<file path="src/rtl/kernel_sequencer_if.sv">
// Job/config handshake and per-cycle control outputs of the kernel sequencer.
// master drives jobs in; slave is the sequencer.
interface kernel_sequencer_if #(
    parameter int unsigned CTRL_WIDTH = 9,
    parameter int unsigned ADDR_WIDTH = 10,
    parameter int unsigned LEN_WIDTH  = 8
);
    logic                  start;
    logic [LEN_WIDTH-1:0]  cfg_len;
    logic [LEN_WIDTH-1:0]  cfg_count;
    logic [ADDR_WIDTH-1:0] cfg_base;
    logic                  stall;
    logic [CTRL_WIDTH-1:0] ctrl;
    logic                  rd_en;
    logic [ADDR_WIDTH-1:0] rd_addr;
    logic                  busy;
    logic                  done;

    modport master (
        output start, cfg_len, cfg_count, cfg_base, stall,
        input  ctrl, rd_en, rd_addr, busy, done
    );

    modport slave (
        input  start, cfg_len, cfg_count, cfg_base, stall,
        output ctrl, rd_en, rd_addr, busy, done
    );
endinterface

</file>
<file path="src/rtl/kernel_sequencer.sv">
// Issues cfg_len*cfg_count operand reads as per-cycle MAC control words, then
// waits DRAIN_CYCLES for the datapath to settle and pulses done.
module kernel_sequencer #(
    parameter int unsigned CTRL_WIDTH   = 9,
    parameter int unsigned ADDR_WIDTH   = 10,
    parameter int unsigned LEN_WIDTH    = 8,
    parameter int unsigned DRAIN_CYCLES = 3
) (
    input logic               clk,
    input logic               rst,
    kernel_sequencer_if.slave bus
);
    localparam int unsigned DrainW = (DRAIN_CYCLES > 1) ? $clog2(DRAIN_CYCLES) : 1;
    localparam logic [DrainW-1:0] DrainLast =
        (DRAIN_CYCLES > 0) ? DrainW'(DRAIN_CYCLES - 1) : '0;
    localparam int unsigned BitValid = 0;
    localparam int unsigned BitLast  = 7;
    localparam int unsigned BitFirst = 8;

    typedef enum logic [1:0] {StIdle, StRun, StDrain, StFin} state_e;

    state_e                state_q, state_d;
    logic [LEN_WIDTH-1:0]  len_q, len_d;
    logic [LEN_WIDTH-1:0]  count_q, count_d;
    logic [LEN_WIDTH-1:0]  elem_q, elem_d;
    logic [LEN_WIDTH-1:0]  kern_q, kern_d;
    logic [DrainW-1:0]     drain_q, drain_d;
    logic [CTRL_WIDTH-1:0] ctrl_q, ctrl_d;
    logic                  rd_en_q, rd_en_d;
    logic [ADDR_WIDTH-1:0] rd_addr_q, rd_addr_d;
    logic                  busy_q, busy_d;
    logic                  done_q, done_d;
    logic                  issue, first, last;

    always_comb begin
        state_d   = state_q;
        len_d     = len_q;
        count_d   = count_q;
        elem_d    = elem_q;
        kern_d    = kern_q;
        drain_d   = drain_q;
        rd_addr_d = rd_addr_q;
        ctrl_d    = '0;
        done_d    = 1'b0;
        issue     = 1'b0;
        first     = 1'b0;
        last      = 1'b0;

        unique case (state_q)
            StIdle: begin
                // busy_q still covers the done cycle, so a start there is dropped
                if (bus.start && !busy_q) begin
                    len_d   = bus.cfg_len;
                    count_d = bus.cfg_count;
                    elem_d  = '0;
                    kern_d  = '0;
                    drain_d = '0;
                    if (bus.cfg_len == '0 || bus.cfg_count == '0) begin
                        state_d = StFin;
                    end else begin
                        issue     = 1'b1;
                        first     = 1'b1;
                        last      = (bus.cfg_len == LEN_WIDTH'(1));
                        rd_addr_d = bus.cfg_base;
                        state_d   = (last && bus.cfg_count == LEN_WIDTH'(1)) ? StDrain : StRun;
                    end
                end
            end
            StRun: begin
                if (!bus.stall) begin
                    issue     = 1'b1;
                    rd_addr_d = rd_addr_q + 1'b1;
                    if (elem_q == len_q - 1'b1) begin
                        elem_d = '0;
                        kern_d = kern_q + 1'b1;
                    end else begin
                        elem_d = elem_q + 1'b1;
                    end
                    first = (elem_d == '0);
                    last  = (elem_d == len_q - 1'b1);
                    if (last && kern_d == count_q - 1'b1) begin
                        state_d = StDrain;
                        drain_d = '0;
                    end
                end
            end
            StDrain: begin
                if (drain_q == DrainLast) begin
                    state_d = StFin;
                end else begin
                    drain_d = drain_q + 1'b1;
                end
            end
            StFin: begin
                done_d  = 1'b1;
                state_d = StIdle;
            end
            default: state_d = StIdle;
        endcase

        ctrl_d[BitValid] = issue;
        ctrl_d[BitFirst] = issue && first;
        ctrl_d[BitLast]  = issue && last;
        rd_en_d          = issue;
        busy_d           = (state_d != StIdle) || (state_q == StFin);
    end

    always_ff @(posedge clk) begin
        if (rst) begin
            state_q   <= StIdle;
            len_q     <= '0;
            count_q   <= '0;
            elem_q    <= '0;
            kern_q    <= '0;
            drain_q   <= '0;
            ctrl_q    <= '0;
            rd_en_q   <= 1'b0;
            rd_addr_q <= '0;
            busy_q    <= 1'b0;
            done_q    <= 1'b0;
        end else begin
            state_q   <= state_d;
            len_q     <= len_d;
            count_q   <= count_d;
            elem_q    <= elem_d;
            kern_q    <= kern_d;
            drain_q   <= drain_d;
            ctrl_q    <= ctrl_d;
            rd_en_q   <= rd_en_d;
            rd_addr_q <= rd_addr_d;
            busy_q    <= busy_d;
            done_q    <= done_d;
        end
    end

    assign bus.ctrl    = ctrl_q;
    assign bus.rd_en   = rd_en_q;
    assign bus.rd_addr = rd_addr_q;
    assign bus.busy    = busy_q;
    assign bus.done    = done_q;
endmodule

</file>
<file path="src/flat_wrapper.sv">
// flat-port wrapper written by rule: the top's interface ports become plain ports
module kernel_sequencer_flat 
#(
    parameter int unsigned CTRL_WIDTH   = 9,
    parameter int unsigned ADDR_WIDTH   = 10,
    parameter int unsigned LEN_WIDTH    = 8,
    parameter int unsigned DRAIN_CYCLES = 3
)
  (clk, rst, bus_start, bus_cfg_len, bus_cfg_count, bus_cfg_base, bus_stall, bus_ctrl, bus_rd_en, bus_rd_addr, bus_busy, bus_done);
  kernel_sequencer_if #(.CTRL_WIDTH(CTRL_WIDTH), .ADDR_WIDTH(ADDR_WIDTH), .LEN_WIDTH(LEN_WIDTH)) bus_i ();
  input logic clk;
  input logic rst;
  input wire logic [$bits(bus_i.start)-1:0] bus_start;
  input wire logic [$bits(bus_i.cfg_len)-1:0] bus_cfg_len;
  input wire logic [$bits(bus_i.cfg_count)-1:0] bus_cfg_count;
  input wire logic [$bits(bus_i.cfg_base)-1:0] bus_cfg_base;
  input wire logic [$bits(bus_i.stall)-1:0] bus_stall;
  output wire logic [$bits(bus_i.ctrl)-1:0] bus_ctrl;
  output wire logic [$bits(bus_i.rd_en)-1:0] bus_rd_en;
  output wire logic [$bits(bus_i.rd_addr)-1:0] bus_rd_addr;
  output wire logic [$bits(bus_i.busy)-1:0] bus_busy;
  output wire logic [$bits(bus_i.done)-1:0] bus_done;
  assign bus_i.start = bus_start;
  assign bus_i.cfg_len = bus_cfg_len;
  assign bus_i.cfg_count = bus_cfg_count;
  assign bus_i.cfg_base = bus_cfg_base;
  assign bus_i.stall = bus_stall;
  assign bus_ctrl = bus_i.ctrl;
  assign bus_rd_en = bus_i.rd_en;
  assign bus_rd_addr = bus_i.rd_addr;
  assign bus_busy = bus_i.busy;
  assign bus_done = bus_i.done;
  kernel_sequencer #(.CTRL_WIDTH(CTRL_WIDTH), .ADDR_WIDTH(ADDR_WIDTH), .LEN_WIDTH(LEN_WIDTH), .DRAIN_CYCLES(DRAIN_CYCLES)) u_core (.clk(clk), .rst(rst), .bus(bus_i));
endmodule
</file>
<file path="config.mk">
export PLATFORM = sky130hd
export DESIGN_NAME = kernel_sequencer_flat
export DESIGN_NICKNAME = d
export VERILOG_FILES = /design/src/rtl/kernel_sequencer_if.sv /design/src/rtl/kernel_sequencer.sv /design/src/flat_wrapper.sv
export SDC_FILE = /design/constraint.sdc
export NUM_CORES = 1
export LEC_CHECK = 0
export CAP_MARGIN = 20
export CORE_MARGIN = 3
export CORE_UTILIZATION = 59
export DETAILED_ROUTE_END_ITERATION = 8
export PLACE_DENSITY = 0.82
export SLEW_MARGIN = 20
export SYNTH_ARGS = -nofsm -noshare
export SYNTH_HDL_FRONTEND = slang
export SYNTH_SLANG_ARGS = --single-unit
export TNS_END_PERCENT = 20
</file>
<file path="constraint.sdc">
create_clock -name clk -period 6.8 [get_ports clk]
set_clock_uncertainty 0.15 [all_clocks]
set_input_delay 0.68 -clock clk [delete_from_list [all_inputs] [get_ports clk]]
set_output_delay 0.68 -clock clk [all_outputs]
set_load 0.01 [all_outputs]
</file>
# Yosys cells after proc, flatten, opt, wreduce, memory -nomap -nowiden
# Index checks and enable logic that the tools add are counted.
# classes
n_addsub,6
n_eq_ne,14
muxes,38
reduce_logical,19
# op_table
op,count
2-to-1 mux 8 bit,9
case mux 8 bit (2 select lines),2
2-to-1 mux 10 bit,3
equality test 8 bit,3
zero test 8 bit,3
2-to-1 mux 2 bit,10
case mux 10 bit (2 select lines),1
adder 8 x 1 -> 8 bit (second input constant),2
equality test 8 x 1 -> 1 bit (second input constant),2
subtractor 8 x 1 -> 8 bit (second input constant),2
adder 10 x 1 -> 10 bit (second input constant),1
2-to-1 mux 1 bit,8
case mux 2 bit (4 select lines),1
equality test 2 bit (second input constant),3
!= test 2 bit (second input constant),3
case mux 1 bit (2 select lines),3
case mux 2 bit (3 select lines),1
logical AND 1 bit,5
AND reduction 5 bit,1
!= test 2 x 1 -> 1 bit (second input constant),2
AND reduction 4 bit,1
nonzero test 2 bit,2
AND reduction 3 bit,1
nonzero test 3 bit,1
other kinds (6),7
# word_totals
ff_bits,58
out_inout_bits,22
word_cells,89

# Longest topological paths before layout
# Gate-level depths: netlist (run 1).
# logic_depth
depth_word,12
depth_mapped,12

# Least setup slack after synthesis (run 1)
# OpenSTA, ideal clock, no wires.
# synth_path
path_kind,reg2reg
start,reg u_core.len_q[0]
end,reg u_core.drain_q[1]
arrival_time_ps,3011
slack_ps,3516
stages_incl_launch_ff,12
synth_period_minus_slack_ps,3284
path_cell_list,dfxtp_1 -> buf_2 -> inv_1 -> ha_1 -> or3b_4 -> xor2_1 -> a2111oi_4 -> nand4_4 -> a211o_1 -> a221o_1 -> o21ai_1 -> mux2_1
# synth_between
elab_chain_len,9
elab_cells_between_ends,13
classes_between,1 x add/sub; 4 x eq/ne; 6 x mux; 2 x reduce/logical
# synth_lines
element,line,rtl
from (decl),kernel_sequencer.sv:23,"logic [LEN_WIDTH-1:0] len_q, len_d;"
from (signal assigned),kernel_sequencer.sv:123,len_q <= len_d;
subtractor 8 x 1 -> 8 bit (*),"kernel_sequencer.sv:73, kernel_sequencer.sv:80",
equality test 8 bit,kernel_sequencer.sv:73,if (elem_q == len_q - 1'b1) begin
2-to-1 mux 8 bit,kernel_sequencer.sv:73,
2-to-1 mux 8 bit,kernel_sequencer.sv:70,if (!bus.stall) begin
2-to-1 mux 8 bit,kernel_sequencer.sv:49,unique case (state_q)
"equality test 8 bit, on equally long branches","kernel_sequencer.sv:80, kernel_sequencer.sv:81",
logical AND 1 bit (*),kernel_sequencer.sv:81,if (last && kern_d == count_q - 1'b1) begin
!= test 2 x 1 -> 1 bit (no source line) (*),-,
AND reduction 5 bit (no source line) (*),-,
to (signal assigned),kernel_sequencer.sv:127,drain_q <= drain_d;
to (decl),kernel_sequencer.sv:27,"logic [DrainW-1:0] drain_q, drain_d;"
# Mark *: on every way between the ends. The rest lies on a longest branch, timed or not. The select of a mux whose other input is x is not followed.
# A chain may end at the register's enable or synchronous reset.

# Worst setup path in the final report (run 1)
# Ends and elaborated chain as after synthesis.

==> results of run 1 <==
[metal layers]
layer / share of wire, % / global-route usage (%) / up-vias
met5: 0 / 0 / -
met4: 1.4 / 7.88 / 0
met3: 6.8 / 4.46 / 13
met2: 47 / 43.1 / 136
met1: 44 / 35.6 / 1590
li1: - / - / 1698
[where the power goes]
group          total [W]  switching [W]  internal [W]  leakage [nW]
registers       0.000339      0.0000239      0.000315         0.416
clock network   0.000189       0.000105     0.0000837        0.0484
logic           0.000212       0.000116     0.0000967         0.984
total           0.000740       0.000245      0.000495          1.45
[cells by family after synthesis]
group	count (synthesis)
XOR/XNOR	36
adder cells (fa/ha/maj)	6
flip-flops	51
AO/OA/AOI/OAI	121
AND/OR/NAND/NOR	197
buffers and inverters	49
multiplexers	2
other	1
[flip-flops by register name (all words and copies together), names as in the netlist]
register            flops
u_core.bus.rd_addr     10
u_core.count_q          8
u_core.elem_q           8
u_core.kern_q           8
u_core.len_q            8
u_core.bus.ctrl         3
u_core.drain_q          2
u_core.state_q          2
u_core.bus.busy         1
u_core.bus.done         1
[cells in the final DEF (no fill, tap or decap), types with 2 or more instances in the layout]
cell type        count
xnor3_1              3
clkbuf_8             6
or2_2                2
a2111oi_4            2
o21ai_0             25
nor4b_2              2
nand3b_1             3
and2_1               4
nand3_1             17
nand4_1              6
o21bai_1             2
and4_1               3
and3_1              11
nor3b_1              2
a211oi_1             8
or3b_4               2
a31oi_1              4
o21ai_1              3
or3_1                3
ha_1                 6
nand2_1             71
nor2b_1              4
nor3_1              17
a211o_1              2
dfxtp_1             51
o22ai_1              5
conb_1               6
a311oi_1             5
xor2_1              14
xnor2_1             19
a21oi_1             47
nand2b_1             4
nor2_1              31
a22oi_1              5
clkdlybuf4s50_1     45
inv_1               14
nor4_1               7
buf_4                3
[metrics by stage]
step | total power [W] | instance area (sq um)
floorplan | 0.000490 | 3510
global placement | 0.000550 | 3920
detailed placement | 0.000555 | 3920
CTS | 0.000742 | 4010
global route | 0.000780 | 4010
finish | 0.000740 | 4010
[how the worst max path moves through the flow]
| stage | start | endpoint |
|---|---|---|
| 2_1_floorplan | u_core.len_q[0]$_SDFFE_PP0P_ | u_core.drain_q[1]$_SDFFE_PP0P_ |
| 3_3_place_gp | u_core.len_q[0]$_SDFFE_PP0P_ | u_core.drain_q[1]$_SDFFE_PP0P_ |
| 3_5_place_dp | u_core.len_q[0]$_SDFFE_PP0P_ | u_core.drain_q[1]$_SDFFE_PP0P_ |
| 4_1_cts | u_core.len_q[0]$_SDFFE_PP0P_ | u_core.drain_q[1]$_SDFFE_PP0P_ |
| 5_1_grt | u_core.len_q[0]$_SDFFE_PP0P_ | u_core.drain_q[1]$_SDFFE_PP0P_ |
| 6_report | u_core.len_q[0]$_SDFFE_PP0P_ | u_core.drain_q[1]$_SDFFE_PP0P_ |
[cell type report]
type	instances	area (sq um)	area share (%)
clock buffers	7	86.3	2.15
clock inverters	1	8.76	0.218
inverters	14	52.6	1.31
multi-input cells	368	2280	56.8
flip-flops and latches	51	1020	25.5
well taps	72	90.1	2.25
repair buffers	48	473	11.8
[worst min-delay path: cells and delay by family, from the launching register on]
kind               cells  cell delay [ns]
AOI/OAI and AO/OA      1             0.06
and+or+nand+nor        1             0.06
DFF                    1             0.33
==> results.yml, run 1 <==
outcome:
  status: "finished clean"
drt:
  drt-pass1-iter-count: 5
  viasPerCell: 6.13
  ant_nets: 0
  drc_errors: 0
  drtIter0Drc: 263
  wl_per_cell_microns: 16.4
  routed_wl_microns: 9170
  vias: 3437
yosys:
  synth_xor_area_share_pct: 10.2
  ys_async_sr_fraction_pct: 0
  ys_types: 62
  synth_compound_area_share_pct: 22.5
  synthSimpleGateAreaFrac_pct: 29.0
  synth_edf_count: 0
  synth_common_cells: "71 x nand2_1, 51 x dfxtp_1, 47 x a21oi_1"
  syn_area_sq_um: 3490
  ys_top_cells_by_area: "dfxtp_1 29%, nand2_1 7.6%, a21oi_1 6.7%"
  synth_top_area_share_pct: 29.3
  ys.flop_type: "dfxtp_1"
  yosysMostFrequentCell: "nand2_1"
  synth_area_per_cell_sq_um: 7.53
  post_synth_fa_ha_maj_area_fraction_pct: 2.15
  synth_top_family_by_area: "simple AND/OR/NAND/NOR gates"
  yosysWarnings: 0
  yosysTopAreaCell: "dfxtp_1"
  yosys-mux-area-fraction_pct: 0.646
  seq_area_frac_synth_pct: 29.3
  ys_ff_latch: 51
  postSynthCellCount: 463
clocking:
  clock_latency_ns: 0.31
  cts_buffers: 5
  clock_sinks: 51
  root_buffer: "clkbuf_8"
  cts_setup_buffers: 0
  cts_tree: "done"
  ctsLongestPathBuffers: 2
  htreeDepth: 2
  path_clk_slew_ns: 0.10
  cts_resized: 0
  postCtsHoldBufs: 0
finish:
  nFillCells: 496
  diodes: 0
  final_util_pct: 71.5
  nets: 524
  instances_no_fill: 561
  synthToLayoutAreaGrowth_pct: 15.0
  drive_above_1_share_pct: 5.52
setup_path:
  regToRegSetupSlack_ns: 3.21
  worstSetupStartpointType: "flip-flop"
  crit_path_end_kind: "flip-flop"
  critPathRequiredTime_ns: 6.85
  cpMaxStageDelayCell: "a2111oi_4"
  cp.arrival_ns: 3.64
  worst-path-max-fanout: 8
  critical_path_class: "reg -> reg"
  path_cells: "inv_1 -> ha_1 -> or3b_4 -> xor2_1 -> a2111oi_4 -> and4_1 -> nand4_1 -> a221o_1 -> o21ai_1 -> mux2_1"
  critical_path_cell_count: 10
  crit_buf_inv: 1
  worstRegToRegCells: 10
  worst_path_largest_cell_delay_ns: 0.50
  cp_top_family: "compound AO/OA/AOI/OAI gates"
  r2r-end: "u_core.drain_q[1]$_SDFFE_PP0P_"
  r2r_start: "u_core.len_q[0]$_SDFFE_PP0P_"
sta:
  worstMarginPinSlew_ns: 0.622
  setup_violations: 0
  hold_ws_ns: 0.337
  max_freq_mhz: 279
  hold_violations: 0
  finalCritPeriodShare_pct: 52.8
  relSlewSlack_pct: 58.4
  slew_violations: 0
  final.setup.tns_ns: 0
  fin_crit_ns: 3.59
  worst_slack_ns: 3.21
  rsz0062_at_grt: "false"
min_path:
  min_to: "u_core.count_q[7]$_SDFFE_PP0P_"
  hold_class: "reg -> reg"
  worstHoldStart: "u_core.count_q[7]$_SDFFE_PP0P_"
  min_path_cells: 2
placement:
  place_inst: 553
  dpl_worst_slack_ns: 3.30
  port_buffers: 45
  gp_congestion: 0.893
  hpwlAfterDp_microns: 6730
job:
  drv_cap: 0
power:
  p_leak_nw: 1.45
  peakVddDrop_mv: 0.146
  p_per_area_nw_per_um2: 185
die:
  rows: 27
  dieWidth_microns: 82.9
  core_area_sq_um: 5610
  fp.dieH_microns: 82.9
  die-area_sq_um: 6870
  design.portCount: 52
  start_util_pct: 62.2
global_routing:
  track_usage_pct: 26.4
  grt_max_degree: 51
  grt_pass1_vias: 3272
  antenna_found_initial: 0
  grt_pass1_wl_microns: 15300
  overflow: 0
No activity file was read; power rests on OpenSTA's default activity.
==> run 2, diff against run 1 <==
CORE_UTILIZATION = 55   (was 59)
PLACE_DENSITY = 0.77   (was 0.82)
clock period = 3.6 ns   (was 6.8 ns; I/O delays follow)
==> run 2 against run 1 <==
Net effect: non-clock buffer count grew 2; sequential share of layout area shrank 0.079 points; worst hold slack got worse by 0.011 ns; combinational power increased by 92%; wire length is 2.8% lower; critical endpoint unchanged; largest power group unchanged; highest routed layer unchanged.
==> results.yml, run 2 (synthesis gave the netlist of run 1 again) <==
power:
  clkPwrFrac_pct: 24.7
  p_comb_share_pct: 29.3
  p_per_area_nw_per_um2: 345
  p_leak_nw: 1.46
  p_sw_w: 0.000472
  internal_power_w: 0.000916
  seq_power_share_pct: 46.0
  peakVddDrop_mv: 0.215
  total_power_w: 0.00139
  sw_frac_of_total_pct: 34.0
sta:
  fin_crit_ns: 3.42
  finalCritPeriodShare_pct: 95.0
  final.setup.tns_ns: 0
  setup_violations: 0
  worstMarginPinSlew_ns: 0.927
  rsz0062_at_grt: "false"
  relSlewSlack_pct: 38.0
  hold_violations: 0
  max_freq_mhz: 292
  slew_violations: 0
finish:
  drive_above_1_share_pct: 6.31
  largest_reg_flops: 10
  diodes: 0
  layout_common_cells: "71 x nand2_1, 51 x dfxtp_1, 47 x a21oi_1"
  layout_commonest_cell: "nand2_1"
  nets: 526
  synthToLayoutAreaGrowth_pct: 15.4
  instances_no_fill: 566
setup_path:
  path_cells: "inv_1 -> ha_1 -> or3b_4 -> xor2_1 -> a2111oi_4 -> nand4_4 -> a211o_1 -> a221o_1 -> o21ai_1 -> mux2_1"
  cp_top_family: "compound AO/OA/AOI/OAI gates"
  critical_path_class: "reg -> reg"
  worst_path_largest_cell_delay_ns: 0.48
  cp.arrival_ns: 3.47
  worstSetupStartpointType: "flip-flop"
  critPathRequiredTime_ns: 3.65
  worst-path-max-fanout: 8
  crit_path_end_kind: "flip-flop"
  crit_buf_inv: 1
  cpMaxStageDelayCell: "a2111oi_4"
die:
  dieWidth_microns: 85.6
  die-area_sq_um: 7330
  rows: 28
  core_area_sq_um: 6030
  start_util_pct: 57.9
  fp.dieH_microns: 85.6
  design.portCount: 52
drt:
  vias: 3427
  routed_wl_microns: 8920
  ant_nets: 0
  viasPerCell: 6.05
  wl_per_cell_microns: 15.8
  drt-pass1-iter-count: 5
  drc_errors: 0
  drtIter0Drc: 246
global_routing:
  grt_busiest_layer: "met2"
  antenna_found_initial: 0
  track_usage_pct: 24.3
  use_met3_pct: 4.90
  grt_max_degree: 28
  use_met2_pct: 38.2
  grt_use_met1_pct: 32.8
  overflow: 0
  grt_pass1_wl_microns: 14800
  grt_pass1_vias: 3242
clocking:
  path_clk_slew_ns: 0.10
  postCtsHoldBufs: 0
  cts_buffers: 5
  clock_latency_ns: 0.31
  ctsLongestPathBuffers: 2
  cts_tree: "done"
  htreeDepth: 2
  clock_sinks: 51
  cts_setup_buffers: 0
  root_buffer: "clkbuf_8"
min_path:
  hold_class: "reg -> reg"
placement:
  port_buffers: 45
  gp_congestion: 0.906
  place_inst: 558
  hpwlAfterDp_microns: 6680
job:
  drv_cap: 0
outcome:
  status: "finished clean"
run 2: changes by cell type in the layout (fill, tap and decap cells not counted), sizes merged:
cell    before  now
inv         14   15
clkinv       1    2
buf          3    5
clkbuf       7    5
run 2: metrics by stage:
| step | utilization (%) | cell area (sq um) | hold WS (ns) | worst slack, ns |
|---|---|---|---|---|
| floorplan | - | 3510 | 0.299 | 0.316 |
| global placement | 65.3 | 3940 | 0.308 | 0.294 |
| detailed placement | 65.3 | 3940 | 0.311 | 0.178 |
| CTS | 66.8 | 4020 | 0.325 | 0.168 |
| global route | 66.8 | 4020 | 0.346 | 0.00856 |
| finish | 66.8 | 4020 | 0.325 | 0.180 |
run 2: what timing repair did:
action                                 CTS  global route
setup endpoints to repair                0             1
resized for setup                        0             1
endpoints found under the hold margin    0             0
run 2: worst reg2reg max path, cell delays in order (launching register included):
cell and delay, ns:
dfxtp_1 0.36, inv_1 0.07, ha_1 0.21, or3b_4 0.43, xor2_1 0.20, a2111oi_4 0.48, nand4_4 0.21, a211o_1 0.31
a221o_1 0.42, o21ai_1 0.17, mux2_1 0.32
run 2: power groups by stage:
| stage | registers, W | logic [W] | clock network [W] |
|---|---|---|---|
| after detailed placement | 0.000650 | 0.000400 | 0 |
| final | 0.000639 | 0.000406 | 0.000343 |
| after global routing | 0.000645 | 0.000447 | 0.000379 |
| after global placement | 0.000649 | 0.000392 | 0 |
| after CTS | 0.000638 | 0.000403 | 0.000351 |
| after floorplan | 0.000643 | 0.000284 | 0 |
run 2: area by class of cell:
class | instances | area, sq um
sequential | 51 | 1020
timing repair buffer | 50 | 488
multi-input combinational | 368 | 2280
clock buffer | 5 | 68.8
tap | 75 | 93.8
fill | 525 | 2000
clock inverter | 3 | 18.8
inverter | 14 | 52.6
run 2: per-layer routing:
metal	vias up	share of wire (%)
met1	1565	46
li1	1697	-
met2	132	45
met3	33	6.1
met5	-	0
met4	0	3.0
run 2: path summary, 6_finish.rpt:
| kind | depth (start not counted) | end | start | slack (ns) |
|---|---|---|---|---|
| worst max-delay path | 10 | u_core.drain_q[1]$_SDFFE_PP0P_ | u_core.len_q[1]$_SDFFE_PP0P_ | 0.18 |
| worst min-delay path | 2 | u_core.count_q[7]$_SDFFE_PP0P_ | u_core.count_q[7]$_SDFFE_PP0P_ | 0.33 |
| worst max register to register | 10 | u_core.drain_q[1]$_SDFFE_PP0P_ | u_core.len_q[1]$_SDFFE_PP0P_ | 0.18 |
| worst min register to register | 2 | u_core.count_q[7]$_SDFFE_PP0P_ | u_core.count_q[7]$_SDFFE_PP0P_ | 0.33 |
